==> src/rtl/mod_acc_framer_pkg.sv <==
// Shared definitions for the mod_acc framing front end.
//   CNT_W     : element counter width for a given group length (minimum 1)
//   side_w    : physical width of the side-data path (1 when side data is unused)
//   TWO_MOD_M : range-check limit for the default 33-bit modulus
package mod_acc_framer_pkg;

  localparam int unsigned OP_W_DEF = 33;
  localparam logic [OP_W_DEF-1:0] MOD_M_DEF = 33'h1_FFF0_0001;
  localparam logic [OP_W_DEF:0] TWO_MOD_M = {MOD_M_DEF, 1'b0};

  function automatic int unsigned CNT_W(input int unsigned acc_nb);
    return (acc_nb > 1) ? $clog2(acc_nb) : 1;
  endfunction

  // Zero-width side data is carried on a single dummy bit.
  function automatic int unsigned side_w(input int unsigned w);
    return (w > 0) ? w : 1;
  endfunction

endpackage

==> src/rtl/mod_acc_framer_if.sv <==
// Stream interface for mod_acc_framer.
//   in_op/in_avail/in_flush/in_side : unframed operand stream into the framer
//   out_op/out_sol/out_eol/out_avail/out_side/err_range : framed stream to mod_acc
//   master : stream producer / result consumer
//   slave  : the framer
interface mod_acc_framer_if
  import mod_acc_framer_pkg::*;
#(
  parameter int unsigned OP_W   = 33,
  parameter int unsigned SIDE_W = 0
);

  localparam int unsigned SW = side_w(SIDE_W);

  logic [OP_W:0]   in_op;
  logic            in_avail;
  logic            in_flush;
  logic [SW-1:0]   in_side;

  logic [OP_W-1:0] out_op;
  logic            out_sol;
  logic            out_eol;
  logic            out_avail;
  logic [SW-1:0]   out_side;
  logic            err_range;

  modport master (
    output in_op, in_avail, in_flush, in_side,
    input  out_op, out_sol, out_eol, out_avail, out_side, err_range
  );

  modport slave (
    input  in_op, in_avail, in_flush, in_side,
    output out_op, out_sol, out_eol, out_avail, out_side, err_range
  );

endinterface

==> src/rtl/common_lib_delay_side.sv <==
// One-cycle register stage for side data with selectable reset behaviour.
//   clk, s_rst_n : clock, synchronous active-low reset
//   in_side      : side data in
//   out_side     : side data delayed by one cycle
//   RST_SIDE     : [0]=1 reset to zero, else [1]=1 reset to all ones, else no reset
module common_lib_delay_side #(
  parameter int unsigned W        = 1,
  parameter logic [1:0]  RST_SIDE = 2'b00
) (
  input  logic         clk,
  input  logic         s_rst_n,
  input  logic [W-1:0] in_side,
  output logic [W-1:0] out_side
);

  generate
    if (RST_SIDE[0]) begin : g_rst_zero
      always_ff @(posedge clk) begin
        if (!s_rst_n) out_side <= '0;
        else          out_side <= in_side;
      end
    end else if (RST_SIDE[1]) begin : g_rst_ones
      always_ff @(posedge clk) begin
        if (!s_rst_n) out_side <= '1;
        else          out_side <= in_side;
      end
    end else begin : g_no_rst
      logic rst_unused;
      assign rst_unused = s_rst_n;
      always_ff @(posedge clk) begin
        out_side <= in_side;
      end
    end
  endgenerate

endmodule

==> src/rtl/mod_acc_framer_cnt.sv <==
// Element counter that frames the valid stream into groups of ACC_NB.
//   clk, s_rst_n : clock, synchronous active-low reset
//   avail        : current element is valid (counter advances only then)
//   flush        : close the group on the current element (pre-qualified by avail)
//   sol, eol     : first / last element of group for the current element
module mod_acc_framer_cnt
  import mod_acc_framer_pkg::*;
#(
  parameter int unsigned ACC_NB = 16
) (
  input  logic clk,
  input  logic s_rst_n,
  input  logic avail,
  input  logic flush,
  output logic sol,
  output logic eol
);

  localparam int unsigned CW = CNT_W(ACC_NB);
  localparam logic [CW-1:0] LAST = CW'(ACC_NB - 1);

  logic [CW-1:0] cnt;

  assign sol = (cnt == '0);
  assign eol = (cnt == LAST) || flush;

  always_ff @(posedge clk) begin
    if (!s_rst_n) begin
      cnt <= '0;
    end else if (avail) begin
      cnt <= eol ? '0 : cnt + 1'b1;
    end
  end

endmodule

==> src/rtl/mod_acc_framer.sv <==
// Framing and pre-reduction stage ahead of mod_acc. Reduces operands from
// [0, 2*MOD_M) into [0, MOD_M) and marks accumulation groups of ACC_NB
// elements with sol/eol. Fixed two-cycle latency, no back-pressure.
//   clk, s_rst_n : clock, synchronous active-low reset
//   bus (slave)  : in_op/in_avail/in_flush/in_side in,
//                  out_op/out_sol/out_eol/out_avail/out_side/err_range out
// Build option: MOD_ACC_FRAMER_FLUSH_EN honours in_flush (early group close);
// without it every group is exactly ACC_NB elements.
module mod_acc_framer
  import mod_acc_framer_pkg::*;
#(
  parameter int unsigned     OP_W     = 33,
  parameter logic [OP_W-1:0] MOD_M    = 33'h1_FFF0_0001,
  parameter int unsigned     ACC_NB   = 16,
  parameter int unsigned     SIDE_W   = 0,
  parameter logic [1:0]      RST_SIDE = 2'b00
) (
  input  logic            clk,
  input  logic            s_rst_n,
  mod_acc_framer_if.slave bus
);

  localparam int unsigned SW = side_w(SIDE_W);
  localparam logic [OP_W:0] MOD_M_X   = {1'b0, MOD_M};
  localparam logic [OP_W:0] RANGE_LIM = {MOD_M, 1'b0};

  // s0 registers
  logic [OP_W:0]   s0_op;
  logic            s0_avail;
  logic            s0_flush_q;
  logic [SW-1:0]   s0_side;

  // s0 combinational
  logic [OP_W:0]   d;
  logic            d_msb_unused;
  logic [OP_W-1:0] red;
  logic            range_err;
  logic            cnt_sol;
  logic            cnt_eol;

  // s1 registers
  logic [OP_W-1:0] s1_op;
  logic            s1_sol;
  logic            s1_eol;
  logic            s1_avail;
  logic            s1_err;

  always_ff @(posedge clk) begin
    if (!s_rst_n) begin
      s0_op    <= '0;
      s0_avail <= 1'b0;
    end else begin
      s0_op    <= bus.in_op;
      s0_avail <= bus.in_avail;
    end
  end

`ifdef MOD_ACC_FRAMER_FLUSH_EN
  logic s0_flush;

  always_ff @(posedge clk) begin
    if (!s_rst_n) s0_flush <= 1'b0;
    else          s0_flush <= bus.in_flush;
  end

  // A flush on an idle cycle must not touch the counter.
  assign s0_flush_q = s0_flush & s0_avail;
`else
  logic flush_unused;
  assign flush_unused = bus.in_flush;
  assign s0_flush_q   = 1'b0;
`endif

  common_lib_delay_side #(
    .W        (SW),
    .RST_SIDE (RST_SIDE)
  ) u_side_s0 (
    .clk      (clk),
    .s_rst_n  (s_rst_n),
    .in_side  (bus.in_side),
    .out_side (s0_side)
  );

  assign d_msb_unused = d[OP_W];

  always_comb begin
    d         = s0_op - MOD_M_X;
    range_err = (s0_op >= RANGE_LIM);
    if (range_err)              red = '0;
    else if (s0_op < MOD_M_X)   red = s0_op[OP_W-1:0];
    else                        red = d[OP_W-1:0];
  end

  mod_acc_framer_cnt #(
    .ACC_NB (ACC_NB)
  ) u_cnt (
    .clk     (clk),
    .s_rst_n (s_rst_n),
    .avail   (s0_avail),
    .flush   (s0_flush_q),
    .sol     (cnt_sol),
    .eol     (cnt_eol)
  );

  // Control flags are gated by avail so idle cycles carry no framing.
  always_ff @(posedge clk) begin
    if (!s_rst_n) begin
      s1_op    <= '0;
      s1_sol   <= 1'b0;
      s1_eol   <= 1'b0;
      s1_avail <= 1'b0;
      s1_err   <= 1'b0;
    end else begin
      s1_op    <= red;
      s1_sol   <= s0_avail & cnt_sol;
      s1_eol   <= s0_avail & cnt_eol;
      s1_avail <= s0_avail;
      s1_err   <= s0_avail & range_err;
    end
  end

  common_lib_delay_side #(
    .W        (SW),
    .RST_SIDE (RST_SIDE)
  ) u_side_s1 (
    .clk      (clk),
    .s_rst_n  (s_rst_n),
    .in_side  (s0_side),
    .out_side (bus.out_side)
  );

  assign bus.out_op    = s1_op;
  assign bus.out_sol   = s1_sol;
  assign bus.out_eol   = s1_eol;
  assign bus.out_avail = s1_avail;
  assign bus.err_range = s1_err;

endmodule

==> src/flat_wrapper.sv <==
// flat-port wrapper written by rule: the top's interface ports become plain ports
module mod_acc_framer_flat import mod_acc_framer_pkg::*;
#(
  parameter int unsigned     OP_W     = 33,
  parameter logic [OP_W-1:0] MOD_M    = 33'h1_FFF0_0001,
  parameter int unsigned     ACC_NB   = 16,
  parameter int unsigned     SIDE_W   = 0,
  parameter logic [1:0]      RST_SIDE = 2'b00
)
  (clk, s_rst_n, bus_in_op, bus_in_avail, bus_in_flush, bus_in_side, bus_out_op, bus_out_sol, bus_out_eol, bus_out_avail, bus_out_side, bus_err_range);
  mod_acc_framer_if #(.OP_W(OP_W), .SIDE_W(SIDE_W)) bus_i ();
  input  logic clk;
  input  logic s_rst_n;
  input wire logic [$bits(bus_i.in_op)-1:0] bus_in_op;
  input wire logic [$bits(bus_i.in_avail)-1:0] bus_in_avail;
  input wire logic [$bits(bus_i.in_flush)-1:0] bus_in_flush;
  input wire logic [$bits(bus_i.in_side)-1:0] bus_in_side;
  output wire logic [$bits(bus_i.out_op)-1:0] bus_out_op;
  output wire logic [$bits(bus_i.out_sol)-1:0] bus_out_sol;
  output wire logic [$bits(bus_i.out_eol)-1:0] bus_out_eol;
  output wire logic [$bits(bus_i.out_avail)-1:0] bus_out_avail;
  output wire logic [$bits(bus_i.out_side)-1:0] bus_out_side;
  output wire logic [$bits(bus_i.err_range)-1:0] bus_err_range;
  assign bus_i.in_op = bus_in_op;
  assign bus_i.in_avail = bus_in_avail;
  assign bus_i.in_flush = bus_in_flush;
  assign bus_i.in_side = bus_in_side;
  assign bus_out_op = bus_i.out_op;
  assign bus_out_sol = bus_i.out_sol;
  assign bus_out_eol = bus_i.out_eol;
  assign bus_out_avail = bus_i.out_avail;
  assign bus_out_side = bus_i.out_side;
  assign bus_err_range = bus_i.err_range;
  mod_acc_framer #(.OP_W(OP_W), .MOD_M(MOD_M), .ACC_NB(ACC_NB), .SIDE_W(SIDE_W), .RST_SIDE(RST_SIDE)) u_core (.clk(clk), .s_rst_n(s_rst_n), .bus(bus_i));
endmodule
==> config.mk <==
export PLATFORM = sky130hd
export DESIGN_NAME = mod_acc_framer_flat
export DESIGN_NICKNAME = d
export VERILOG_FILES = /design/src/rtl/mod_acc_framer_pkg.sv /design/src/rtl/mod_acc_framer_if.sv /design/src/rtl/common_lib_delay_side.sv /design/src/rtl/mod_acc_framer_cnt.sv /design/src/rtl/mod_acc_framer.sv /design/src/flat_wrapper.sv
export SDC_FILE = /design/constraint.sdc
export NUM_CORES = 1
export LEC_CHECK = 0
export ABC_AREA = 1
export CORE_ASPECT_RATIO = 2
export CORE_MARGIN = 2
export CORE_UTILIZATION = 25
export CTS_CLUSTER_DIAMETER = 30
export DETAILED_ROUTE_END_ITERATION = 12
export MAX_ROUTING_LAYER = met4
export PLACE_DENSITY_LB_ADDON = 0.15
export SETUP_SLACK_MARGIN = 0.02
export SYNTH_ARGS = -nofsm -noshare
export SYNTH_HDL_FRONTEND = slang
export SYNTH_SLANG_ARGS = --single-unit
==> constraint.sdc <==
create_clock -name clk -period 2.1 [get_ports clk]
set_input_delay 0.525 -clock clk [delete_from_list [all_inputs] [get_ports clk]]
set_output_delay 0.525 -clock clk [all_outputs]
set_load 0.01 [all_outputs]
==> flow_summary_export.csv <==
group,metric,value,unit
outcome,status,"finished, final reports clean",
synth,ys_types,26,
clock_network,cts_tree,"yes",
worst_setup_path,crit_path_top_delay_cell,"dfxtp_1",
synth,avgSynthCellArea,6.77,µm²
layout,final_common_cell,"nand2_1",
layout,mostFrequentLayoutCells,"nand2_1 (160), inv_1 (89), dfxtp_1 (78), clkdlybuf4s50_1 (75), nor2_1 (66)",
clock_network,htree_levels,3,
clock_network,ctsRootBufferMaster,"clkbuf_16",
grt,use_met1,0.163,
layout,fin_nets,656,
drt,drt_pass1_iterations,4,
timing,hold_viol,0,
synth,synth-seq-area-share,0.435,
timing,hold_ws,0.327,ns
worst_setup_path,setup.worst_path.end_class,"register",
power,switching_share,0.233,
synth,ys_ff_latch,78,
min_path,hold_end,"u_core.u_side_s1.out_side",
worst_setup_path,crit_arrival,2.04,ns
floorplan,rows,62,
timing,rsz0062_at_grt,"no",
timing,setup_viol,0,
worst_setup_path,startpoint,"u_core.s0_op[1]",
drt,vias_per_cell,4.04,
grt,antenna_found_initial,0,
worst_setup_path,ff2ff_path_depth,10,
grt,busiest_layer,"met2",
placement,pre_cts_ws,0.301,ns
timing,finalWorstSetupSlack,0.319,ns
timing,fmax,0.561,GHz
clock_network,clk_path_buf_depth,2,
grt,grt_overflow,0,
clock_network,cts.clk_slew.worst_paths,0.06,ns
synth,syn_inst,531,
synth,synth_area,0.00359,mm²
drt,ant_nets,0,
placement,gp_congestion,0.869,
timing,relSlewSlack,0.783,
worst_setup_path,crit_top_cell,"nand2_1",
timing,fin_worst_skew,0.00964,ns
min_path,hp-start,"u_core.u_side_s0.out_side",
grt,met3_usage,0.0248,
drt,wl,8990,µm
min_path,min_path_type,"reg -> reg",
worst_setup_path,path_cells,"inv_1 -> ha_1 -> nand2_2 -> nor2_4 -> nand3_2 -> nand2_4 -> nand2_8 -> nand2_1 -> nand2_1 -> a21oi_1",
timing,fin_setup_tns,0,ns
drt,first_iter_violations,168,
grt,grt_max_degree,55,
timing,worst_slew_pin_slew,0.324,ns
layout,drive_above_1_share,0.0680,
worst_setup_path,timing.rr.start,"u_core.s0_op[1]",
power,internal-power,2.92,mW
clock_network,clk_latency,0.34,ns
layout,syn_to_final_growth,36.6,%
power,power_frac_comb,0.112,
grt,met2_usage,0.205,
flow_run,maxCapViolations,0,
worst_setup_path,required,2.36,ns
power,p_switching,889,µW
timing,fin_crit_sh,0.848,
worst_setup_path,worstPathMaxFanout,54,
timing,drv_slew,0,
worst_setup_path,r2r_slack,0.32,ns
clock_network,cts_post_setup_buffers_inserted,0,
power,p_seq_frac,0.421,
power,ir_worst_vdd,368,µV
grt,grt_usage,0.132,
drt,vias,3269,
floorplan,pin_count,77,
clock_network,hold_buffers,0,
floorplan,coreArea,0.0142,mm²
power,powerDensity,776,mW/mm²
clock_network,cts-resized-gates,0,
clock_network,numCtsBuffers,9,
worst_setup_path,worstSetupPathType,"reg -> reg",
layout,n_antenna_cell,0,
floorplan,die_y,174,µm
placement,io_buffers,75,
drt,route.detailed.drc,0,
power,p_leak,2.23,nW
grt,grt_pass1_vias,3145,
floorplan,die_x,88.8,µm
grt,grt_pass1_wl,15300,µm
worst_setup_path,r2r_end,"u_core.bus.out_op[24]",
placement,dp_hpwl,6980,µm
clock_network,cts_sinks,78,
floorplan,start_util,0.253,
floorplan,dieArea,0.0154,mm²
min_path,hold_path_depth,0,
power,clkPwrFrac,0.467,
timing,period_minus_slack,1.78,ns
synth,ys_warn_count,0,
synth,synth_fp_nets,574,
drt,wl_per_cell,11.1,µm
worst_setup_path,critPathLaunchType,"register",
worst_setup_path,slowest_delay,0.32,ns
[power groups by stage]
stage	registers, mW	clock network, mW	logic [mW]
after global placement	1.64	0	0.433
after floorplan	1.64	0	0.225
after global routing	1.61	1.90	0.485
after detailed placement	1.64	0	0.434
final	1.60	1.78	0.428
after CTS	1.61	1.84	0.436
[synthesized netlist by cell type]
cell type / n / area share
nor4b_1: 1 / 0.0024
ha_1: 4 / 0.014
buf_6: 5 / 0.016
a21oi_1: 30 / 0.042
nand2_8: 1 / 0.0056
nor2_1: 66 / 0.069
nor4_1: 1 / 0.0017
nand3_1: 45 / 0.063
nor2_2: 4 / 0.0070
nand2_2: 3 / 0.0052
nand3_2: 2 / 0.0056
clkinv_1: 1 / 0.0010
nor3_1: 6 / 0.0084
and2_1: 1 / 0.0017
dfxtp_1: 78 / 0.43
buf_2: 5 / 0.0070
o21ai_0: 6 / 0.0084
clkbuf_1: 4 / 0.0042
nand4_1: 6 / 0.010
inv_1: 89 / 0.093
nand2_1: 160 / 0.17
nor2_4: 4 / 0.013
inv_2: 1 / 0.0010
xor2_1: 4 / 0.0097
nand2_4: 1 / 0.0031
xnor2_1: 3 / 0.0073
[per-stage QoR]
stage          utilization  area [µm²]  instances  power (mW)
6_report             0.346        4910        810        3.81
5_1_grt              0.346        4910        810        4.00
4_1_cts              0.346        4910        810        3.88
3_5_place_dp         0.321        4560        794        2.07
3_3_place_gp         0.321        4560        794        2.07
2_1_floorplan            -        3590        531        1.87
[worst max-delay path, delay by kind of cell, from the launching register on]
kind                     cells  cell delay (ns)
AO/OA/AOI/OAI                1             0.15
flip-flops                   1             0.32
AND/OR/NAND/NOR              7             0.86
buffers and inverters        1             0.11
adder cells (fa/ha/maj)      1             0.24
[layout make-up]
class                   instances  area, µm²
clock buffers                   9        225
flip-flops and latches         78       1560
fillers                      1553       9290
clock inverters                 7        120
well taps                     192        240
inverters                      91        342
multi-input cells             348       1590
repair buffers                 85        826
[per-layer routing]
layer,routed length [µm],part of all wire
met2,4310,0.48
met5,0,0
met3,383,0.043
met1,4030,0.45
met4,270,0.030
[worst max path at each step]
stage,endpoint,slack (ns),cells after the start
after floorplan,u_core.bus.out_op[26],0.52,12
after global placement,u_core.bus.out_op[28],0.33,11
after detailed placement,u_core.bus.out_sol,0.30,4
after CTS,u_core.bus.out_op[24],0.31,10
after global routing,u_core.bus.out_op[24],0.11,10
final,u_core.bus.out_op[24],0.32,10
[flip-flops by register name (all words and copies together) (netlist names)]
signal	cells
u_core.bus.out_avail	1
u_core.s0_op	34
u_core.bus.err_range	1
u_core.u_side_s1.out_side	1
u_core.bus.out_sol	1
u_core.u_cnt.cnt	4
u_core.bus.out_op	33
u_core.u_side_s0.out_side	1
u_core.bus.out_eol	1
u_core.s0_avail	1
[cells by family after synthesis]
| logic type | share of synthesized area |
|---|---|
| compound gates | 0.0501 |
| xor+xnor | 0.0171 |
| fa+ha+maj | 0.0139 |
| buf+inv | 0.122 |
| flops | 0.435 |
| simple gates | 0.362 |
(Power assumes the default switching activity.)
